$ cat src/rtl/dmem_map_pkg.sv
// Data-memory map shared by the CPU/stream arbiter: image region and
// device-register window, plus the stream reader state encoding.
package dmem_map_pkg;

    localparam int unsigned IMG_BASE   = 0;
    localparam int unsigned IMG_BYTES  = 152100;
    localparam int unsigned DREG_BASE  = 152100;
    localparam int unsigned DREG_WORDS = 256;

    typedef enum logic [1:0] {
        ST_IDLE,
        ST_RUN,
        ST_DRAIN
    } stream_state_t;

    // Last legal byte-past-end of a stream that scans the image region.
    function automatic logic [63:0] img_end();
        return 64'(IMG_BASE) + 64'(IMG_BYTES);
    endfunction

endpackage

$ cat src/rtl/dmem_stream_arbiter_if.sv
// Bundle of CPU, DataMemory and stream-control signals around the arbiter.
// slave = arbiter view, master = surrounding system view.
interface dmem_stream_arbiter_if #(
    parameter int ADDR_W = 32,
    parameter int LEN_W  = 18
);
    // CPU load/store path
    logic              cpu_en;
    logic              cpu_we;
    logic [ADDR_W-1:0] cpu_addr;
    logic [31:0]       cpu_wd;
    logic [31:0]       cpu_rd;
    logic              cpu_stall;
    // DataMemory port
    logic              mem_we;
    logic [ADDR_W-1:0] mem_addr;
    logic [31:0]       mem_wd;
    logic [31:0]       mem_rd;
    // stream control and byte output
    logic              start;
    logic              abort;
    logic [ADDR_W-1:0] base_addr;
    logic [LEN_W-1:0]  length;
    logic [7:0]        s_data;
    logic              s_valid;
    logic              s_ready;
    logic              busy;
    logic              done;
    logic              cfg_err;

    modport slave (
        input  cpu_en, cpu_we, cpu_addr, cpu_wd, mem_rd,
        input  start, abort, base_addr, length, s_ready,
        output cpu_rd, cpu_stall, mem_we, mem_addr, mem_wd,
        output s_data, s_valid, busy, done, cfg_err
    );

    modport master (
        output cpu_en, cpu_we, cpu_addr, cpu_wd, mem_rd,
        output start, abort, base_addr, length, s_ready,
        input  cpu_rd, cpu_stall, mem_we, mem_addr, mem_wd,
        input  s_data, s_valid, busy, done, cfg_err
    );

endinterface

$ cat src/rtl/dmem_starve_arb.sv
// Grant logic for the shared DataMemory port. The CPU wins conflicts until
// the stream has lost STARVE_LIMIT in a row; the next conflict goes to the stream.
module dmem_starve_arb #(
    parameter int STARVE_LIMIT = 8
) (
    input  logic clk,
    input  logic reset,
    input  logic cpu_en,
    input  logic stream_want,
    output logic grant_cpu,
    output logic grant_str
);
    localparam int CW = $clog2(STARVE_LIMIT + 1);
    localparam logic [CW-1:0] LIMIT = CW'(STARVE_LIMIT);

    logic [CW-1:0] starve_cnt;
    logic          force_str;

    assign force_str = stream_want && (starve_cnt == LIMIT);
    assign grant_cpu = cpu_en && !force_str;
    assign grant_str = stream_want && !grant_cpu;

    // Count consecutive conflicts the CPU won; any other cycle restarts the count.
    always_ff @(posedge clk or posedge reset) begin
        if (reset) begin
            starve_cnt <= '0;
        end else if (grant_cpu && stream_want) begin
            if (starve_cnt != LIMIT)
                starve_cnt <= starve_cnt + 1'b1;
        end else begin
            starve_cnt <= '0;
        end
    end

endmodule

$ cat src/rtl/dmem_stream_arbiter.sv
// Shares the DataMemory port between the CPU and a byte-stream reader that
// scans the image region out to a VGA/UART consumer over valid/ready.
module dmem_stream_arbiter
    import dmem_map_pkg::*;
#(
    parameter int ADDR_W       = 32,
    parameter int LEN_W        = 18,
    parameter int STARVE_LIMIT = 8
) (
    input  logic                  clk,
    input  logic                  reset,
    dmem_stream_arbiter_if.slave  bus
);
    stream_state_t     state;
    logic [ADDR_W-1:0] ptr;
    logic [LEN_W-1:0]  remaining;
    logic [7:0]        s_data_q;
    logic              s_valid_q;
    logic              done_q;
    logic              cfg_err_q;

    logic              stream_want;
    logic              grant_cpu;
    logic              grant_str;
    logic [ADDR_W:0]   span_end;
    logic              cfg_ok;

    // One extra bit so base+length cannot wrap past the image end check.
    assign span_end = {1'b0, bus.base_addr} + (ADDR_W+1)'(bus.length);
    assign cfg_ok   = span_end <= (ADDR_W+1)'(img_end());

    // Fetch only when the output register is empty or being drained this cycle.
    assign stream_want = (state == ST_RUN) && (!s_valid_q || bus.s_ready);

    dmem_starve_arb #(.STARVE_LIMIT(STARVE_LIMIT)) u_arb (
        .clk         (clk),
        .reset       (reset),
        .cpu_en      (bus.cpu_en),
        .stream_want (stream_want),
        .grant_cpu   (grant_cpu),
        .grant_str   (grant_str)
    );

    assign bus.cpu_stall = bus.cpu_en && !grant_cpu;
    assign bus.mem_we    = grant_cpu && bus.cpu_we;
    assign bus.mem_addr  = grant_cpu ? bus.cpu_addr : ptr;
    assign bus.mem_wd    = bus.cpu_wd;
    assign bus.cpu_rd    = bus.mem_rd;

    assign bus.s_data    = s_data_q;
    assign bus.s_valid   = s_valid_q;
    assign bus.busy      = (state != ST_IDLE);
    assign bus.done      = done_q;
    assign bus.cfg_err   = cfg_err_q;

    // Stream FSM: start/config check, byte fetch on stream grant, drain, abort.
    always_ff @(posedge clk or posedge reset) begin
        if (reset) begin
            state     <= ST_IDLE;
            ptr       <= '0;
            remaining <= '0;
            s_data_q  <= '0;
            s_valid_q <= 1'b0;
            done_q    <= 1'b0;
            cfg_err_q <= 1'b0;
        end else begin
            done_q    <= 1'b0;
            cfg_err_q <= 1'b0;
            if (bus.abort) begin
                // abort beats everything, including a start in IDLE
                state     <= ST_IDLE;
                s_valid_q <= 1'b0;
            end else begin
                case (state)
                    ST_IDLE: begin
                        if (bus.start) begin
                            if (!cfg_ok) begin
                                cfg_err_q <= 1'b1;
                            end else if (bus.length == '0) begin
                                done_q <= 1'b1;
                            end else begin
                                state     <= ST_RUN;
                                ptr       <= bus.base_addr;
                                remaining <= bus.length;
                            end
                        end
                    end
                    ST_RUN: begin
                        if (grant_str) begin
                            s_data_q  <= bus.mem_rd[7:0];
                            s_valid_q <= 1'b1;
                            ptr       <= ptr + 1'b1;
                            remaining <= remaining - 1'b1;
                            if (remaining == LEN_W'(1))
                                state <= ST_DRAIN;
                        end else if (bus.s_ready) begin
                            s_valid_q <= 1'b0;
                        end
                    end
                    ST_DRAIN: begin
                        if (s_valid_q && bus.s_ready) begin
                            s_valid_q <= 1'b0;
                            state     <= ST_IDLE;
                            done_q    <= 1'b1;
                        end
                    end
                    default: state <= ST_IDLE;
                endcase
            end
        end
    end

endmodule
$ cat src/flat_wrapper.sv
// flat-port wrapper written by rule: the top's interface ports become plain ports
module dmem_stream_arbiter_flat import dmem_map_pkg::*;
#(
    parameter int ADDR_W       = 32,
    parameter int LEN_W        = 18,
    parameter int STARVE_LIMIT = 8
)
  (clk, reset, bus_cpu_en, bus_cpu_we, bus_cpu_addr, bus_cpu_wd, bus_mem_rd, bus_start, bus_abort, bus_base_addr, bus_length, bus_s_ready, bus_cpu_rd, bus_cpu_stall, bus_mem_we, bus_mem_addr, bus_mem_wd, bus_s_data, bus_s_valid, bus_busy, bus_done, bus_cfg_err);
  dmem_stream_arbiter_if #(.ADDR_W(ADDR_W), .LEN_W(LEN_W)) bus_i ();
  input  logic clk;
  input  logic reset;
  input wire logic [$bits(bus_i.cpu_en)-1:0] bus_cpu_en;
  input wire logic [$bits(bus_i.cpu_we)-1:0] bus_cpu_we;
  input wire logic [$bits(bus_i.cpu_addr)-1:0] bus_cpu_addr;
  input wire logic [$bits(bus_i.cpu_wd)-1:0] bus_cpu_wd;
  input wire logic [$bits(bus_i.mem_rd)-1:0] bus_mem_rd;
  input wire logic [$bits(bus_i.start)-1:0] bus_start;
  input wire logic [$bits(bus_i.abort)-1:0] bus_abort;
  input wire logic [$bits(bus_i.base_addr)-1:0] bus_base_addr;
  input wire logic [$bits(bus_i.length)-1:0] bus_length;
  input wire logic [$bits(bus_i.s_ready)-1:0] bus_s_ready;
  output wire logic [$bits(bus_i.cpu_rd)-1:0] bus_cpu_rd;
  output wire logic [$bits(bus_i.cpu_stall)-1:0] bus_cpu_stall;
  output wire logic [$bits(bus_i.mem_we)-1:0] bus_mem_we;
  output wire logic [$bits(bus_i.mem_addr)-1:0] bus_mem_addr;
  output wire logic [$bits(bus_i.mem_wd)-1:0] bus_mem_wd;
  output wire logic [$bits(bus_i.s_data)-1:0] bus_s_data;
  output wire logic [$bits(bus_i.s_valid)-1:0] bus_s_valid;
  output wire logic [$bits(bus_i.busy)-1:0] bus_busy;
  output wire logic [$bits(bus_i.done)-1:0] bus_done;
  output wire logic [$bits(bus_i.cfg_err)-1:0] bus_cfg_err;
  assign bus_i.cpu_en = bus_cpu_en;
  assign bus_i.cpu_we = bus_cpu_we;
  assign bus_i.cpu_addr = bus_cpu_addr;
  assign bus_i.cpu_wd = bus_cpu_wd;
  assign bus_i.mem_rd = bus_mem_rd;
  assign bus_i.start = bus_start;
  assign bus_i.abort = bus_abort;
  assign bus_i.base_addr = bus_base_addr;
  assign bus_i.length = bus_length;
  assign bus_i.s_ready = bus_s_ready;
  assign bus_cpu_rd = bus_i.cpu_rd;
  assign bus_cpu_stall = bus_i.cpu_stall;
  assign bus_mem_we = bus_i.mem_we;
  assign bus_mem_addr = bus_i.mem_addr;
  assign bus_mem_wd = bus_i.mem_wd;
  assign bus_s_data = bus_i.s_data;
  assign bus_s_valid = bus_i.s_valid;
  assign bus_busy = bus_i.busy;
  assign bus_done = bus_i.done;
  assign bus_cfg_err = bus_i.cfg_err;
  dmem_stream_arbiter #(.ADDR_W(ADDR_W), .LEN_W(LEN_W), .STARVE_LIMIT(STARVE_LIMIT)) u_core (.clk(clk), .reset(reset), .bus(bus_i));
endmodule
$ cat config.mk
export PLATFORM = sky130hd
export DESIGN_NAME = dmem_stream_arbiter_flat
export DESIGN_NICKNAME = d
export VERILOG_FILES = /design/src/rtl/dmem_map_pkg.sv /design/src/rtl/dmem_stream_arbiter_if.sv /design/src/rtl/dmem_starve_arb.sv /design/src/rtl/dmem_stream_arbiter.sv /design/src/flat_wrapper.sv
export SDC_FILE = /design/constraint.sdc
export NUM_CORES = 1
export LEC_CHECK = 0
export CAP_MARGIN = 20
export CORE_ASPECT_RATIO = 0.9
export CORE_MARGIN = 2
export CORE_UTILIZATION = 28
export CTS_CLUSTER_SIZE = 12
export DETAILED_ROUTE_END_ITERATION = 16
export PLACE_DENSITY = 0.6
export SKIP_LAST_GASP = 1
export SLEW_MARGIN = 5
export SYNTH_ARGS = -nofsm -noshare
export SYNTH_HDL_FRONTEND = slang
export SYNTH_HIERARCHICAL = 1
export SYNTH_SLANG_ARGS = --single-unit
$ cat constraint.sdc
create_clock -name clk -period 5.7 [get_ports clk]
set_input_delay 1.71 -clock clk [delete_from_list [all_inputs] [get_ports clk]]
set_output_delay 1.71 -clock clk [all_outputs]
set_load 0.02 [all_outputs]
---- After elaboration in Yosys (flattened, before gate mapping) ----
Index checks and enable logic that the tools add are counted.
word-level totals
  memory bits (read-only) ................. 0
  logic and storage cells ................. 88
  latch bits .............................. 0
  register bits after elaboration ......... 67
  output and inout bits ................... 110
  memories kept ........................... 0
  RAM bits ................................ 0
operators by class
  order comparisons ....................... 1
  add/sub/neg operators ................... 4
  bitwise gates (word level) .............. 1
  reductions and logical operators ........ 21
  equal/unequal tests ..................... 17
  div/mod/pow operators ................... 0
  muxes and demuxes ....................... 36
  multiply operators ...................... 0
  shift operators ......................... 0
operators with widths
  cell                     number
  $mux W32                 5
  $mux W18                 4
  $pmux W32 S2             1
  $pmux W18 S2             1
  $add A32 B18 Y33         1
  $le A33 B18 Y1 const B   1
  $add A32 B1 Y32 const B  1
  $eq A18 B1 Y1 const B    1
  $logic_not A18 Y1        1
  $sub A18 B1 Y18 const B  1
  $mux W2                  7
  $mux W1                  13
  $reduce_and A6 Y1        2
  $ne A3 B2 Y1 const B     3
  $ne A3 B3 Y1 const B     3
  $logic_and A1 B1 Y1      8
  $mux W4                  2
  $ne A2 B1 Y1 const B     3
  $pmux W2 S3              1
  $reduce_and A3 Y1        2
  $add A4 B1 Y4 const B    1
  $eq A4 B4 Y1 const B     1
  $ne A2 B2 Y1 const B     2
  $ne A4 B3 Y1 const B     1
  10 further kinds         14

---- Longest topological paths before layout ----
Gate-level depths: netlist of the first run.
  depth in word-level cells ............... 11
  depth in mapped cells ................... 18

---- Cells and area by module ----
Netlist of the first run, hierarchy kept.
modules (own cells, without submodules)
  module               cells an instance  times used  area an instance (um^2)
  dmem_stream_arbiter  797                1           6,137.1
  dmem_starve_arb      22                 1           224.0

---- Worst setup path after synthesis of the first run ----
Ideal clock, no wire load.
  kind .................................... input port to flip-flop
  start point ............................. input port bus_base_addr[0]
  end point ............................... register u_core.remaining[9]
  library setup time ...................... 0.131 ns
  data arrival time ....................... 4.801 ns
  path slack .............................. 0.767 ns
  cell stages on the path ................. 13
  data required time ...................... 5.569 ns
  cells stage by stage .................... ha_1 > fa_1 > a21o_1 > a221oi_2 > o22ai_1 > o21ai_1 > xnor2_1 > a211o_1 > o32a_1 > o31ai_4 > buf_2 > mux2i_1 > o21ai_0
between the ends
  word-level cells in the longest chain between the ends .. 4
ends and longest elaborated chain
  element                      RTL line                   source
  start, declared              flat_wrapper.sv:19         input wire logic [$bits(bus_i.base_addr)-1:0] bus_base_addr;
  $add A32 B18 Y33             dmem_stream_arbiter.sv:29  assign span_end = {1'b0, bus.base_addr} + (ADDR_W+1)'(bus.length);
  $le A33 B18 Y1               dmem_stream_arbiter.sv:30  assign cfg_ok = span_end <= (ADDR_W+1)'(img_end());
  $ne A2 B1 Y1 (no line)       -
  $reduce_and A6 Y1 (no line)  -
  end signal, assigned         dmem_stream_arbiter.sv:84  remaining <= bus.length;
  end signal, assigned         dmem_stream_arbiter.sv:93  remaining <= remaining - 1'b1;
  end, declared                dmem_stream_arbiter.sv:16  logic [LEN_W-1:0] remaining;
No other way between the ends.
A chain may end at the register's enable or synchronous reset.

---- Worst setup path after layout of the first run ----
  start point ............................. input port bus_s_ready
  end point ............................... output port bus_mem_addr[15]
between the ends
  word-level cells in the longest chain between the ends .. 6
ends and longest elaborated chain
  element                 RTL line                   source
  start, declared         flat_wrapper.sv:21         input wire logic [$bits(bus_i.s_ready)-1:0] bus_s_ready;
  $logic_or A1 B1 Y1      dmem_stream_arbiter.sv:33  assign stream_want = (state == ST_RUN) && (!s_valid_q || bus.s_ready);
  $logic_and A1 B1 Y1     dmem_stream_arbiter.sv:33
  net u_core.stream_want  dmem_stream_arbiter.sv:22  logic stream_want;
  $logic_and A1 B1 Y1     dmem_starve_arb.sv:19      assign force_str = stream_want && (starve_cnt == LIMIT);
  $logic_not A1 Y1        dmem_starve_arb.sv:20      assign grant_cpu = cpu_en && !force_str;
  $logic_and A1 B1 Y1     dmem_starve_arb.sv:20
  net u_core.grant_cpu    dmem_stream_arbiter.sv:23  logic grant_cpu;
  $mux W32                dmem_stream_arbiter.sv:46  assign bus.mem_addr = grant_cpu ? bus.cpu_addr : ptr;
  end, declared           flat_wrapper.sv:25         output wire logic [$bits(bus_i.mem_addr)-1:0] bus_mem_addr;
The timed path passes the listed nets, and every way through them passes these cells.

==> flow_metrics.tcl, run 1 <==
set metrics [dict create \
    htreeDepth 3 \
    hold_ws_ps 501 \
    antenna_found_initial 0 \
    async_reset_ff_share_pct 100 \
    ys_seq_area_share_pct 26.4 \
    cp_cell_sequence "clkdlybuf4s50_1 > inv_1 > a21oi_1 > inv_1 > o21a_2 > buf_4 > mux2_2 > clkdlybuf4s50_1" \
    dr.pass1.iters 5 \
    core_area_um2 22400 \
    final_nets 1075 \
    grt_pass1_vias 5874 \
    ios 263 \
    drv_cap 0 \
    avgSynthCellArea_um2 7.77 \
    rsz0062_at_grt "no" \
    antenna_left 0 \
    r2r_setup_slack_ps 2420 \
    syn_area_um2 6360 \
    cts_buffer_depth 2 \
    peakVddDrop_mv 0.157 \
    cpLargestDelayFamily "buffers and inverters" \
    globalRouteTotalUtil_pct 16.6 \
    viasPerCell 5.34 \
    worst_ep_arrival_time_ps 3850 \
    endpoint_kind "output pin" \
    grt_overflow 0 \
    fill_cells 2348 \
    drc 0 \
    r2r_start "u_core/state[0]" \
    dieArea_um2 23900 \
    clkSinkCount 67 \
    slew_violations 0 \
    fin_crit_sh_pct 97.5 \
    gp_congestion 0.851 \
    final_area_um2 8110 \
    hpwl_mm 15.7 \
    path_buf_inv 5 \
    postCtsSetupRepairBufs 0 \
    grt_max_degree 39 \
    final_util_pct 36.2 \
    synth_top_area_share_pct 26.4 \
    portBuffers 150 \
    finClkSkew_ps 7.06 \
    syn_to_final_growth_pct 27.4 \
    row_count 52 \
    antenna_cells 0 \
    clk_pin_slew_ps 50 \
    synth_cell_types 70 \
    start_util_pct 28.4 \
    slew_headroom_pct 37.5 \
    hold_viol 0 \
    synth_common_cells "a21oi_1, nand2_1, dfrtp_1, buf_4, o21ai_0" \
    ys_ff_latch 67 \
    synth_area_leaders "dfrtp_1, a21oi_1, buf_4" \
    vias 6399 \
    postRouteWirelength_mm 20.1 \
    max_stage_delay_ps 600 \
    cp.required_ps 3990 \
    layout_min_cycle_time_ps 5560 \
    wl_per_cell_um 16.8 \
    die_h_um 147 \
    numCtsBuffers 9 \
    synth_nets 996 \
    synth_edf_count 0 \
    timing.rr.end "u_core/ptr[27]" \
    hold_path_end "u_core/u_arb/starve_cnt[0]" \
    worstSetupPathType "primary input to output pin" \
    cp_max_fo 22 \
    grt_first_pass_wirelength_mm 31.6 \
    reg2reg_depth 12 \
    setup_viol_count_final 0 \
    hp-start "u_core/u_arb/starve_cnt[0]" \
    synth_flop_cell "dfrtp_1" \
    crit_slowest_cell "clkdlybuf4s50_1" \
    placed_area_um2 7780 \
    start_kind "primary input" \
    drive_gt1_share_pct 10.1 \
    setup_tns_ps 0 \
    synthCells 819 \
    cts_tree "built" \
    worstSkewPairLatency_ps 340 \
    worstMarginPinSlew_ps 930 \
    synth.largest_area_cell "dfrtp_1" \
    die_w_um 163 \
    yosysWarnings 6 \
    leakagePower_nw 3.07 \
    hp-class "flop to flop" \
    root_buffer "clkbuf_16" \
    drt_iter0_markers 487 \
    synth_most_common_cell "a21oi_1" \
    power_density_nw_per_um2 198 \
    fmax_mhz 180 \
    status "completed" \
    hold_depth 1 \
]
==> state kept, by name, indices dropped and copies added (netlist names) <==
register,flops
u_core/bus.cfg_err,1
u_core/bus.done,1
u_core/bus.s_data,8
u_core/bus.s_valid,1
u_core/ptr,32
u_core/remaining,18
u_core/state,2
u_core/u_arb/starve_cnt,4
==> cell usage in the layout, fill, tap and decap left out, types with 3 or more instances in the layout <==
cell / count
xnor2_1: 7
mux2i_1: 7
clkdlybuf4s50_1: 150
nor2_1: 42
or4_1: 4
nor2b_1: 6
or2_2: 4
nand4b_1: 4
ha_1: 23
xor2_1: 6
and4_1: 4
dfrtp_1: 67
a211o_1: 3
a21oi_1: 109
buf_4: 22
a221o_1: 4
nand4_1: 18
nor3b_1: 3
mux2_2: 37
and2_1: 5
inv_1: 17
o211ai_1: 8
o31ai_1: 7
nand3_1: 32
or3_1: 14
o22ai_1: 15
nand2b_1: 7
a31oi_1: 3
clkbuf_16: 9
o221ai_1: 3
nand2_1: 96
a211oi_1: 6
o21ai_0: 61
nor4_1: 8
a21o_1: 4
nor3_1: 13
o21a_1: 12
and3_1: 13
==> power breakdown <==
group | internal [mW] | leakage (nW) | total (mW) | switching (mW)
Combinational | 0.227 | 2.06 | 0.463 | 0.236
Clock | 0.382 | 0.152 | 0.600 | 0.218
Sequential | 0.507 | 0.857 | 0.542 | 0.0354
Total | 1.12 | 3.07 | 1.60 | 0.489
==> metal layers <==
layer / up-vias / global-route usage (%) / share of wire [%] / wire, µm
met3: 16 / 4.77 / 8.4 / 1680
met2: 255 / 25.6 / 44 / 8770
met1: 3011 / 23.3 / 47 / 9480
met4: 0 / 3.05 / 0.87 / 174
met5: - / 0 / 0 / 0
li1: 3117 / - / - / -
==> layout make-up <==
class                      instances  area (µm²)  area share [%]
multi-input combinational        626        3950            48.8
timing repair buffer             175        1720            21.2
sequential                        67        1680            20.7
inverter                          19        71.3           0.880
clock buffer                       9         225            2.78
clock inverter                     6        90.1            1.11
tap                              297         372            4.58
==> worst max-delay path by stage <==
stage / startpoint / to / slack, ps / cells after the start
6_report: bus_s_ready / bus_mem_addr[15] / 140 / 8
5_1_grt: bus_s_ready / bus_mem_addr[4] / 30 / 8
4_1_cts: bus_s_ready / bus_mem_addr[15] / 130 / 8
3_5_place_dp: bus_length[0] / u_core/ptr[30] / 20 / 15
3_3_place_gp: bus_length[0] / u_core/ptr[25] / 90 / 15
2_1_floorplan: bus_base_addr[0] / u_core/remaining[9] / 770 / 13
==> through the flow <==
stage               instances  total power [mW]  setup slack (ps)
floorplan                 819             0.859               767
global placement         1183              1.00              92.9
detailed placement       1184              1.01              21.1
CTS                      1199              1.62               130
global route             1199              1.69              33.6
finish                   1199              1.60               144
==> worst register-to-register path: stages (launching register included) <==
cell and delay (ps):
dfrtp_1 550, clkinv_1 420, nand2_1 370, nor4_1 90, nand4_1 150, o221ai_1 170, or3_1 360, buf_4 190
o31ai_4 290, buf_4 190, buf_12 190, a21oi_1 100, a21oi_1 120
==> logic make-up (layout without fill, tap and decap cells) <==
logic type	Yosys count	after routing	synth area share [%]
and+or+nand+nor	280	280	22.1
AOI/OAI and AO/OA	265	265	25.5
buffers and inverters	126	209	11.8
DFF	67	67	26.4
muxes	44	44	7.65
adders and majority gates	24	24	4.84
xor gates and xnor gates	13	13	1.79
==> what timing repair did <==
| item | CTS | global route |
|---|---|---|
| endpoints found under the setup margin | 0 | 3 |
| hold buffers | 0 | 0 |
| hold endpoints to repair | 0 | 0 |
| gates resized for setup | 0 | 2 |
No activity file was read; power rests on OpenSTA's default activity.
==> inputs of run 2 (changes only) <==
Settings changed: ABC_AREA set to 1, PLACE_DENSITY 0.6 to 0.58, SKIP_CTS_REPAIR_TIMING set to 1.
==> run 2 against run 1 <==
Routed wire length up 27%. Flip-flop and latch count unchanged. Clock skew up 2.7 ps. Fmax up 0.74%. Critical path depth unchanged. Hold slack worse by 27 ps. Final area up 16%. Via count up 32%. Core utilization down 1.4 points. Die area up 20%. Clock power up 2%. Largest power group unchanged. Highest routed layer unchanged.
==> flow_metrics.tcl, run 2 <==
set metrics [dict create \
    core_area_um2 27000 \
    hold_viol 0 \
    grt_max_degree 61 \
    status "completed" \
    gp_congestion 0.867 \
    wl_per_cell_um 14.5 \
    finClkSkew_ps 9.74 \
    synth_top_area_share_pct 23.0 \
    crit_slowest_cell "clkdlybuf4s50_1" \
    async_reset_ff_share_pct 100 \
    drc 0 \
    wl_met2_mm 11.1 \
    viasPerCell 4.81 \
    grt_pass1_vias 7465 \
    dr.pass1.iters 5 \
    largest_reg_flops 32 \
    endpoint_kind "output pin" \
    cts_tree "built" \
    placed_area_um2 9110 \
    grt_overflow 0 \
    antenna_found_initial 0 \
    yosysWarnings 6 \
    cp_max_fo 60 \
    synth_edf_count 0 \
    hp-class "flop to flop" \
    antenna_cells 0 \
    synth_top_family_by_area "simple AND/OR/NAND/NOR gates" \
    worst_ep_arrival_time_ps 3810 \
    portBuffers 150 \
    slew_violations 0 \
    ys_ff_latch 67 \
    peakVddDrop_mv 0.143 \
    fmax_mhz 181 \
    avgSynthCellArea_um2 5.79 \
    htreeDepth 3 \
    cts_buffer_depth 2 \
    ys_seq_area_share_pct 21.8 \
    synth_most_common_cell "nand2_1" \
    synth_nets 1505 \
    final_area_um2 9420 \
    synthMuxAreaShare_pct 2.05 \
    final_cell_mix "nand2_1, inv_1, clkdlybuf4s50_1, nand3_1, nor2_1" \
    start_util_pct 28.4 \
    setup_viol_count_final 0 \
    numCtsBuffers 9 \
    clk_pin_slew_ps 60 \
    synth.largest_area_cell "nand2_1" \
    hold_ws_ps 473 \
    vias 8459 \
    drive_gt1_share_pct 4.41 \
    worstSkewPairLatency_ps 330 \
    synth_xor_area_share_pct 2.96 \
    fin_crit_sh_pct 96.8 \
    leakagePower_nw 4.69 \
    final_nets 1577 \
    syn_area_um2 7690 \
    ios 263 \
    fill_cells 2957 \
    synthCells 1328 \
    cp.required_ps 3990 \
    synth_cell_types 39 \
    synth_area_leaders "nand2_1, dfrtp_1, inv_1" \
    cp_cell_sequence "clkdlybuf4s50_1 > nor2_1 > nor2_1 > inv_1 > o21a_2 > buf_12 > mux2_2 > clkdlybuf4s50_1" \
    worstMarginPinSlew_ps 873 \
    worstSetupPathType "primary input to output pin" \
    start_kind "primary input" \
    rsz0062_at_grt "no" \
    setup_tns_ps 0 \
    antenna_left 0 \
    slew_headroom_pct 41.7 \
    postRouteWirelength_mm 25.6 \
    regMostFlops "u_core/ptr" \
    layout_min_cycle_time_ps 5520 \
    grt_first_pass_wirelength_mm 39.8 \
    syn_to_final_growth_pct 22.6 \
    globalRouteTotalUtil_pct 17.6 \
    synth_compound_area_share_pct 8.01 \
    dieArea_um2 28800 \
    synthSimpleGateAreaFrac_pct 44.0 \
    root_buffer "clkbuf_16" \
    mostFrequentLayoutCell "nand2_1" \
    synth_adder_area_share_pct 4.00 \
    die_h_um 161 \
    clkSinkCount 67 \
    r2r_setup_slack_ps 2930 \
    power_density_nw_per_um2 186 \
    top_layer "met4" \
    row_count 57 \
    hpwl_mm 20.1 \
    drt_iter0_markers 759 \
    synth_common_cells "nand2_1, inv_1, nand3_1, nor2_1, buf_4" \
    drv_cap 0 \
    synth_flop_cell "dfrtp_1" \
    route.met3.wl_mm 1.74 \
    wl_met1_mm 12.4 \
    max_stage_delay_ps 590 \
    die_w_um 179 \
]
## run 2: changes by cell type after synthesis, moves of 10 or more
cell	before	now
a21oi_1	109	23
xor2_1	6	18
or3_1	14	0
clkbuf_1	32	22
nand2_1	96	471
nor2_1	43	121
inv_1	18	178
mux2_2	37	14
nand4_1	18	30
nand3_1	32	123
o21a_1	13	1
and3_1	13	0
## run 2: per-stage QoR
stage | setup WS, ps | cells | total power, mW | util, %
2_1_floorplan | 1010 | 1328 | 0.969 | -
3_3_place_gp | 233 | 1743 | 1.14 | 33.7
3_5_place_dp | 192 | 1743 | 1.15 | 33.7
4_1_cts | 180 | 1759 | 1.77 | 34.9
5_1_grt | 63.6 | 1759 | 1.87 | 34.9
6_report | 184 | 1759 | 1.75 | 34.9
## run 2: power by group
part / switching, mW / leakage (nW) / internal (mW) / total (mW)
Sequential: 0.0439 / 0.913 / 0.510 / 0.554
Combinational: 0.355 / 3.63 / 0.235 / 0.590
Clock: 0.225 / 0.149 / 0.384 / 0.609
## run 2: per-layer routing
layer / vias to the layer above / global-route usage, %
li1: 4290 / -
met1: 3883 / 26.2
met2: 264 / 27.0
met3: 22 / 2.33
met4: 0 / 3.66
met5: - / 0
## run 2: cell families (layout without fill, tap and decap cells)
group / after synthesis / count (layout)
and+or+nand+nor: 802 / 802
buffers and inverters: 282 / 359
AOI/OAI and AO/OA: 113 / 113
DFF: 67 / 67
xor gates and xnor gates: 26 / 26
adders and majority gates: 24 / 24
muxes: 14 / 14
## run 2: worst paths after layout
check | startpoint | to | depth (start not counted)
worst max-delay path | bus_s_ready | bus_mem_addr[2] | 8
worst min-delay path | u_core/ptr[30] | u_core/ptr[30] | 2
worst max register to register | u_core/state[1] | u_core/remaining[4] | 11
worst min register to register | u_core/ptr[30] | u_core/ptr[30] | 2
max in group asynchronous | reset | u_core/ptr[19] | 3
min in group asynchronous | reset | u_core/u_arb/starve_cnt[1] | 2
## run 2: cell type report
| cell class | instances | area [µm²] | area share [%] |
|---|---|---|---|
| clock buffers | 10 | 229 | 2.43 |
| well taps | 354 | 443 | 4.70 |
| flip-flops and latches | 67 | 1680 | 17.8 |
| multi-input cells | 979 | 4700 | 49.8 |
| inverters | 186 | 698 | 7.41 |
| clock inverters | 6 | 88.8 | 0.943 |
| repair buffers | 157 | 1590 | 16.9 |
## run 2: worst max-delay path, delay by kind of cell
| family | cells | cell delay (ps) |
|---|---|---|
| buffers and inverters | 4 | 1340 |
| multiplexers | 1 | 260 |
| AND/OR/NAND/NOR | 2 | 220 |
| AO/OA/AOI/OAI | 1 | 230 |
==> inputs of run 3 (changes only) <==
Settings changed: CORE_MARGIN 2 to 8, CTS_CLUSTER_DIAMETER set to 50.
==> run 3 against run 2 <==
Power shrank 2.8%. Clock power decreased by 8.5%. Core utilization decreased by 0.074 points. Highest routed layer unchanged.
==> flow_metrics.tcl, run 3 (same netlist as run 2, synthesis figures left out) <==
set metrics [dict create \
    status "completed" \
    root_buffer "clkbuf_16" \
    swShare_pct 35.3 \
    placed_area_um2 9090 \
    drc 0 \
    grt_max_degree 61 \
    grt_overflow 0 \
    syn_to_final_growth_pct 22.3 \
    top_layer "met4" \
    row_count 57 \
    start_kind "primary input" \
    vias 8344 \
    power.share.clock_pct 32.7 \
    fin_total_pwr_mw 1.70 \
    switchingPower_mw 0.602 \
    gp_congestion 0.904 \
    hold_ws_ps 477 \
    antenna_left 0 \
    portBuffers 150 \
    dr.pass1.iters 5 \
    wl_met2_mm 11.4 \
    grt_first_pass_wirelength_mm 42.0 \
    cp_max_fo 60 \
    regMostFlops "u_core/ptr" \
    final_nets 1578 \
    setup_viol_count_final 0 \
    worst_ep_arrival_time_ps 3800 \
    drv_cap 0 \
    drive_gt1_share_pct 4.35 \
    slew_violations 0 \
    dieArea_um2 33000 \
    cts_buffer_depth 2 \
    fmax_mhz 182 \
    fin_crit_sh_pct 96.7 \
    htreeDepth 3 \
    viasPerCell 4.75 \
    route.met3.wl_mm 2.35 \
    core_area_um2 27000 \
    p_int_mw 1.10 \
    ios 263 \
    peakVddDrop_mv 0.136 \
    postRouteWirelength_mm 26.6 \
    rsz0062_at_grt "no" \
    worstMarginPinSlew_ps 744 \
    largest_reg_flops 32 \
    layout_min_cycle_time_ps 5510 \
    final_util_pct 34.8 \
    hpwl_mm 21.3 \
    wl_per_cell_um 15.1 \
    finClkSkew_ps 7.90 \
    die_w_um 191 \
    start_util_pct 28.4 \
    cts_tree "built" \
    seq_power_share_pct 32.5 \
    worstSkewPairLatency_ps 330 \
    numCtsBuffers 9 \
    power_frac_comb_pct 34.8 \
    grt_pass1_vias 7642 \
    slew_headroom_pct 49.9 \
    drt_iter0_markers 744 \
    die_h_um 173 \
    mostFrequentLayoutCell "nand2_1" \
    worstSetupPathType "primary input to output pin" \
    hold_viol 0 \
    final_cell_mix "nand2_1, inv_1, clkdlybuf4s50_1, nand3_1, nor2_1" \
    cp.required_ps 3990 \
    leakagePower_nw 4.69 \
    power_density_nw_per_um2 181 \
    final_area_um2 9400 \
    antenna_cells 0 \
    clk_pin_slew_ps 50 \
    antenna_found_initial 0 \
    endpoint_kind "output pin" \
    globalRouteTotalUtil_pct 15.7 \
    clkSinkCount 67 \
    hp-class "flop to flop" \
    setup_tns_ps 0 \
    wl_met1_mm 12.4 \
]
run 3: cell types whose count changed in the layout (fill, tap and decap cells not counted), sizes merged:
cell | before | now
clkinv | 3 | 2
buf | 7 | 8
clkinvlp | 2 | 1
inv | 185 | 184
clkbuf | 10 | 11
bufinv | 2 | 1
run 3: path summary, 6_finish.rpt:
check / cells after the start / startpoint / end / slack (ps)
max in group asynchronous: 4 / reset / u_core/ptr[29] / 3170
hold reg to reg: 2 / u_core/ptr[31] / u_core/ptr[31] / 480
min in group asynchronous: 2 / reset / u_core/u_arb/starve_cnt[1] / 1620
hold / removal: 2 / u_core/ptr[31] / u_core/ptr[31] / 480
setup / recovery: 8 / bus_s_ready / bus_mem_addr[1] / 190
setup reg to reg: 11 / u_core/state[1] / u_core/ptr[30] / 2770
run 3: cell type report:
type	count	area, µm²
Fill cell	2962	17600
Sequential cell	67	1680
Inverter	186	698
Tap cell	354	443
Clock inverter	2	37.5
Timing Repair Buffer	158	1600
Multi-Input combinational cell	979	4700
Clock buffer	11	253
run 3: metrics by stage:
step / setup WS [ps] / cells
2_1_floorplan: 1010 / 1328
3_3_place_gp: 220 / 1743
3_5_place_dp: 189 / 1743
4_1_cts: 180 / 1756
5_1_grt: 0.385 / 1757
6_report: 190 / 1757
run 3: power by group through the flow:
stage          Combinational (mW)  Clock, mW  Sequential, mW
2_1_floorplan               0.420          0           0.549
3_3_place_gp                0.581          0           0.559
3_5_place_dp                0.588          0           0.560
4_1_cts                     0.590      0.577           0.552
5_1_grt                     0.665      0.596           0.559
6_report                    0.593      0.557           0.554
run 3: critical path: stages:
cell             delay (ps)
clkdlybuf4s50_1         500
nor2_1                   60
nor2_1                  170
inv_1                    80
o21a_2                  230
buf_12                  170
mux2_2                  250
clkdlybuf4s50_1         600
run 3: layer usage:
layer,track usage [%],up-vias
met5,0,-
met4,3.62,0
met3,4.04,16
met2,23.7,286
met1,22.0,3747
li1,-,4295
